### config.mk
export PLATFORM = sky130hd
export DESIGN_NAME = arm_flag_unit
export DESIGN_NICKNAME = d
export VERILOG_FILES = /design/src/rtl/arm_flag_unit.sv
export SDC_FILE = /design/constraint.sdc
export NUM_CORES = 1
export LEC_CHECK = 0
export ABC_AREA = 0
export BUFFER_PORTS_ARGS = -buffer_cell sky130_fd_sc_hd__buf_4
export CAP_MARGIN = 30
export CORE_MARGIN = 8
export CORE_UTILIZATION = 49
export CTS_CLUSTER_DIAMETER = 120
export CTS_CLUSTER_SIZE = 10
export DETAILED_ROUTE_END_ITERATION = 8
export GPL_TIMING_DRIVEN = 0
export PLACE_DENSITY = 0.88
export SYNTH_ARGS = -nofsm -noshare
export SYNTH_HDL_FRONTEND = slang
export SYNTH_SLANG_ARGS = --single-unit
### constraint.sdc
create_clock -name clk -period 3.13 [get_ports clk]
set_input_delay 0.626 -clock clk [delete_from_list [all_inputs] [get_ports clk]]
set_output_delay 0.626 -clock clk [all_outputs]
set_load 0.01 [all_outputs]
### src/rtl/arm_flag_unit.sv
// NZCV flag unit for the ARM execute stage: evaluates the condition, updates the flags
// and passes per-instruction results to writeback through a one-entry output register.
module arm_flag_unit #(
   parameter logic [3:0] FLAG_RESET = 4'b0000,
   parameter int         CNT_WIDTH  = 16
) (
   input  logic                 clk,
   input  logic                 rst_n,
   input  logic                 in_valid,
   output logic                 in_ready,
   input  logic [3:0]           cond,
   input  logic [3:0]           alu_op,
   input  logic                 s_bit,
   input  logic                 shifter_carry,
   input  logic                 alu_n,
   input  logic                 alu_z,
   input  logic                 alu_c,
   input  logic                 alu_v,
   output logic                 alu_cin,
   input  logic                 flag_wr,
   input  logic [3:0]           flag_wdata,
   output logic [3:0]           flags,
   output logic                 out_valid,
   input  logic                 out_ready,
   output logic                 out_exec,
   output logic                 out_wb,
   output logic [3:0]           out_flags,
   output logic [CNT_WIDTH-1:0] skip_cnt
);

   logic       accept;
   logic       pass;
   logic       is_test;
   logic       is_arith;
   logic       fn, fz, fc, fv;
   logic [3:0] nxt_flags;

   assign {fn, fz, fc, fv} = flags;
   assign alu_cin  = fc;
   assign in_ready = (!out_valid || out_ready) && !flag_wr;
   assign accept   = in_valid && in_ready;
   assign is_test  = (alu_op[3:2] == 2'b10);
   assign is_arith = alu_op inside {[4'd2:4'd7], 4'd10, 4'd11};

   always_comb begin
      pass = 1'b0;
      case (cond)
         4'd0:    pass = fz;
         4'd1:    pass = !fz;
         4'd2:    pass = fc;
         4'd3:    pass = !fc;
         4'd4:    pass = fn;
         4'd5:    pass = !fn;
         4'd6:    pass = fv;
         4'd7:    pass = !fv;
         4'd8:    pass = fc && !fz;
         4'd9:    pass = !fc || fz;
         4'd10:   pass = (fn == fv);
         4'd11:   pass = (fn != fv);
         4'd12:   pass = !fz && (fn == fv);
         4'd13:   pass = fz || (fn != fv);
         4'd14:   pass = 1'b1;
         default: pass = 1'b0;
      endcase
   end

   // Logical ops take C from the shifter and never touch V.
   always_comb begin
      nxt_flags = flags;
      if (pass && (s_bit || is_test)) begin
         if (is_arith) nxt_flags = {alu_n, alu_z, alu_c, alu_v};
         else          nxt_flags = {alu_n, alu_z, shifter_carry, fv};
      end
   end

   always_ff @(posedge clk or negedge rst_n) begin
      if (!rst_n)       flags <= FLAG_RESET;
      else if (flag_wr) flags <= flag_wdata;
      else if (accept)  flags <= nxt_flags;
   end

   always_ff @(posedge clk or negedge rst_n) begin
      if (!rst_n) begin
         out_valid <= 1'b0;
         out_exec  <= 1'b0;
         out_wb    <= 1'b0;
         out_flags <= 4'b0000;
      end else if (accept) begin
         out_valid <= 1'b1;
         out_exec  <= pass;
         out_wb    <= pass && !is_test;
         out_flags <= nxt_flags;
      end else if (out_valid && out_ready) begin
         out_valid <= 1'b0;
      end
   end

   always_ff @(posedge clk or negedge rst_n) begin
      if (!rst_n)
         skip_cnt <= '0;
      else if (accept && !pass && (skip_cnt != {CNT_WIDTH{1'b1}}))
         skip_cnt <= skip_cnt + {{(CNT_WIDTH-1){1'b0}}, 1'b1};
   end

endmodule

# Word level (Yosys, flattened, before mapping)
# Cells that the tools add are included.
# word_totals
regBits	27
latch_bits	0
mem_bits_rw	0
rom_bits	0
in_bits	23
wordCells	62
mem_count	0
# op_classes
n_addsub	1
multipliers	0
n_div	0
magnitude_cmp	2
n_eq_ne	20
shift	0
n_mux	7
bitwise_logic	0
reduce_logical	26
# ops
operator	n
== test 4 bit (second input constant)	9
adder 16 x 1 -> 16 bit (second input constant)	1
== test 4 x 3 -> 1 bit (second input constant)	4
!= test 16 bit (second input constant)	1
case mux 1 bit (15 select lines)	1
two-way mux 4 bit	3
logical AND 1 bit	10
== test 4 x 2 -> 1 bit (second input constant)	2
zero test 1 bit	8
== test 4 x 1 -> 1 bit (second input constant)	1
>= comparator 4 x 2 -> 1 bit (second input constant)	1
<= comparator 4 x 3 -> 1 bit (second input constant)	1
zero test 4 bit	1
logical OR 1 bit	4
nonzero test 2 bit	2
nonzero test 3 bit	1
== test 2 bit (second input constant)	1
two-way mux 1 bit	2
two-way mux 2 bit	1
== test 1 bit	1
!= test 1 bit	1

# Depth between registers and ports, before layout
# logic_depth
ltp_word	7
ltp_mapped	8
mapped_depth_nobuf	6

# Worst setup path after synthesis
# Ideal clock, no wire load.
# synth_path
path_type	input-to-reg
from	in cond[3]
to	reg flags[2]
setup_ns	0.126
t_arrival_ns	2.357
required_time_ns	3.004
setup_slack_ns	0.647
path_stages	8
path_buffers	2
path_cell_list	clkbuf_1 or4b_1 a311oi_1 a21oi_1 a31oi_1 buf_4 nand2_1 a221o_1
# synth_via
elab_chain_len	6
# synth_rtl
element	line	rtl
start: declaration	11	input logic [3:0] cond,
== test 4 bit, or another cell as far along	47	case (cond)
case mux 1 bit (15 select lines) *	47	
logical AND 1 bit *	70	if (pass && (s_bit || is_test)) begin
two-way mux 4 bit *	70	
two-way mux 4 bit *	79	else if (accept) flags <= nxt_flags;
two-way mux 4 bit *	78	else if (flag_wr) flags <= flag_wdata;
end signal: assignment	78	
end signal: assignment	79	
end: declaration	22	output logic [3:0] flags,
# Every way passes the cells marked *; elsewhere a longest branch is shown, timed or not. The select of a mux whose other input is x is not followed.
# A chain may end at the register's enable or synchronous reset.

# Worst setup path after layout
# layout_path
from	in cond[2]
to	reg skip_cnt[6]
# layout_via
elab_chain_len	5
# layout_rtl
element	line	rtl
== test 4 bit, or another cell as far along	47	
case mux 1 bit (15 select lines) *	47	
zero test 1 bit *	101	else if (accept && !pass && (skip_cnt != {CNT_WIDTH{1'b1}}))
logical AND 1 bit * (2 in a row)	101	
end signal: assignment	102	skip_cnt <= skip_cnt + {{(CNT_WIDTH-1){1'b0}}, 1'b1};
end: declaration	28	output logic [CNT_WIDTH-1:0] skip_cnt
# Every way passes the cells marked *; elsewhere a longest branch is shown, timed or not.

==> results.md <==
* Worst-path maximum fanout at 10
* Sw power at between 0.0003 and 0.0004 W
* Yosys warns at 0
* Worst vdd ir at approximately 0.34 mV
* Dpl ws at ~320 ps
* Via density at around 5.4
* Slew Limit Fails at 0
* Leakage at between 0.9 and 1 nW
* Max-Cap Viols at 0
* Internal power at ~0.00064 W
* Clock share of power at 15.5%
* Layout fillers at around 260
* Area share of the largest cell type after synthesis at 42.1%
* Final Setup Violations at 0
* Seq cells post-synth at 27
* Synthesized area per cell at 10.2 um^2
* Worst-path cell chain: buf_4 -> buf_2 -> nor2b_1 -> a2111oi_1 -> a211o_1 -> nand4_4 -> buf_2 -> nor3_2 -> xor2_1
* Main flop type after synthesis: dfrtp_1
* Ports at 52
* Placed Cells at approximately 250
* Finished Cell Area at 2050 um^2
* Wire length per cell at ~15 um
* Area contributors post-synth: dfrtp_1, xor2_1, mux2i_1, mux2_2, nor3_2
* Cells after Synth at 157
* Die width at ~73 um
* Most frequent cell after synthesis: dfrtp_1
* Seq pwr share at between 40% and 50%
* Post-synth EDFFs at 0
* Maximum clock insertion buffer count at 2
* CTS tree: done
* Req. time, crit path at approximately 3400 ps
* Clk Tree Root Cell: clkbuf_4
* Core area at 3080 um^2
* Worst path max stage delay at around 590 ps
* ANT nets after route at 0
* Slew HR at between 50% and 60%
* Max Freq at 0.405 GHz
* Drt total wl at 3790 um
* Die Height at 73.2 um
* P&R area growth vs syn at 27.6%
* PD cells at about 480 nW/um^2
* RSZ-0062 raised after global routing: false
* Fin cells at ~250
* Final nets at 234
* Top Layer Used: met4
* Crit path DAT at roughly 2700 ps
* FP Rows at 20
* Status: completed
* Post-CTS sizing at 0
* Die area at ~5400 um^2
* Final setup margin at between 600 and 700 ps
* Post-Syn Area at 1600 um^2
* Most used cell, CP: buf_2
* Final Hold Viols at 0
* Commonest cells in the netlist: dfrtp_1, xor2_1, nand2_1
* Clk pin slew, worst setup/hold paths at around 150 ps
* First-pass GRT wire length at between 6000 and 7000 um
* Pwr Total at roughly 0.00097 W
* First-pass DRT Iterations at 4
* Count of cell types in the netlist at between 40 and 50
* Layout cells sized above 1 at about 36%
* Initial DRC Count at 110
* Placed Area at between 2000 and 2500 um^2
* Number of port buffers at between 40 and 50
* Congestion Overflow GR at 0
* Sequential share of the synthesized area at 42.1%
* Initial antenna violation count at 0
* CP Launch Type: primary input
* CTS buffer count at 3
* Setup TNS at 0 ps
* Worst Max-Slew Pin Slew at 649 ps
* Initial Utilization at between 50% and 60%
* Yosys top cell by area: dfrtp_1
* Placer Congestion at 0.837
* Wl on met1 at roughly 1700 um
* Critical path's slowest cell: a2111oi_1
* Fin crit share at 78.8%
* CP Class: primary input to register
* Clk_skew at between 10 and 15 ps
* CP Capture Type: register
* Hold-fix buffers, CTS at 0
* Sink Count at 27
* Tot GR Track Use at between 10% and 20%
* Vias in the first global route at ~1.3k
* DP Wirelength at 2950 um
* Sw frac at around a third
* ANT cells at 0
* WL met2 at around 1700 um
* Clk Latency, worst-skew pair at between 300 and 400 ps
* Comb power frac at between 30% and 40%
* Met3 WL at 312 um
* Post-CTS Setup Bufs at 0
* Pin count of the biggest net entering global routing at 28
* HP Class: primary input to asynchronous set/reset pin
* Min Tclk post-route at approximately 2500 ps
* DRC errors left at 0
* Syn Nets at 181
* FFs w/ async S/R, synth at 100%
* Via count at 1,360
* H-tree lvl count at 1
placed cells by master (no fill, tap or decap), types with 2 or more instances in the layout:
master / count
nor3_1: 4
buf_2: 4
xor2_1: 13
nor4b_1: 3
inv_1: 7
nor2b_1: 3
nor3b_1: 2
a221o_1: 2
nor3_2: 6
nor4bb_1: 2
nor2_1: 8
nand2_1: 9
mux2i_1: 7
clkbuf_4: 3
buf_4: 50
a21oi_1: 7
nand3_1: 7
clkbuf_1: 4
a31oi_1: 2
nand4_1: 2
o31ai_1: 2
mux2_2: 6
dfrtp_1: 27
xnor2_1: 2
and3_1: 6
layer usage:
layer | up-vias | GRT usage, %
li1 | 666 | -
met1 | 644 | 18.3
met2 | 46 | 23.4
met3 | 4 | 5.08
met4 | 0 | 2.67
met5 | - | 0
path summary, 6_finish.rpt:
check | startpoint | endpoint | slack [ps] | depth (start not counted)
setup reg to reg | flags[0] | skip_cnt[6] | 690 | 8
setup / recovery | cond[2] | skip_cnt[6] | 660 | 9
hold / removal | rst_n | flags[2] | 170 | 1
hold reg to reg | skip_cnt[4] | skip_cnt[4] | 510 | 1
min in group clk | flag_wdata[0] | flags[0] | 490 | 3
max in group asynchronous | rst_n | skip_cnt[6] | 2690 | 1
layout make-up:
cell class,instances,area (um^2),area share (%)
sequential,27,676,33.0
multi-input combinational,113,852,41.6
timing repair buffer,48,360,17.6
buffer,10,50.0,2.44
inverter,7,26.3,1.28
clock buffer,3,22.5,1.10
clock inverter,1,5.00,0.244
tap,44,55.1,2.69
state kept, by name (all words and copies together) (netlist names):
register	cells
skip_cnt	16
flags	4
out_flags	4
out_exec	1
out_valid	1
out_wb	1
per-stage QoR:
stage | hold WS (ps) | util, %
2_1_floorplan | 330 | -
3_3_place_gp | 483 | 65.6
3_5_place_dp | 493 | 65.6
4_1_cts | 179 | 66.5
5_1_grt | 170 | 66.5
6_report | 174 | 66.5
kinds of logic (layout without fill, tap and decap cells):
group / count (synthesis) / in the layout / share of synthesized area [%]
AOI/OAI and AO/OA: 23 / 23 / 10.5
xor gates and xnor gates: 15 / 15 / 8.19
adders and majority gates: 1 / 1 / 0.780
buffers and inverters: 17 / 69 / 4.76
DFF: 27 / 27 / 42.1
muxes: 13 / 13 / 8.58
and+or+nand+nor: 61 / 61 / 25.1
power by group through the flow:
stage                     clock network (W)  registers [W]  logic, W
after floorplan                           0       0.000507  0.000150
after global placement                    0       0.000485  0.000340
after detailed placement                  0       0.000487  0.000349
after CTS                          0.000159       0.000481  0.000349
after global routing               0.000173       0.000492  0.000378
final                              0.000151       0.000480  0.000344
worst max-delay path, delay by kind of cell:
family	cells	cell delay, ps
AND/OR/NAND/NOR	3	540
XOR/XNOR	1	160
AO/OA/AOI/OAI	2	840
buffers and inverters	3	560
Note: power is estimated with default switching activity, not from simulation.
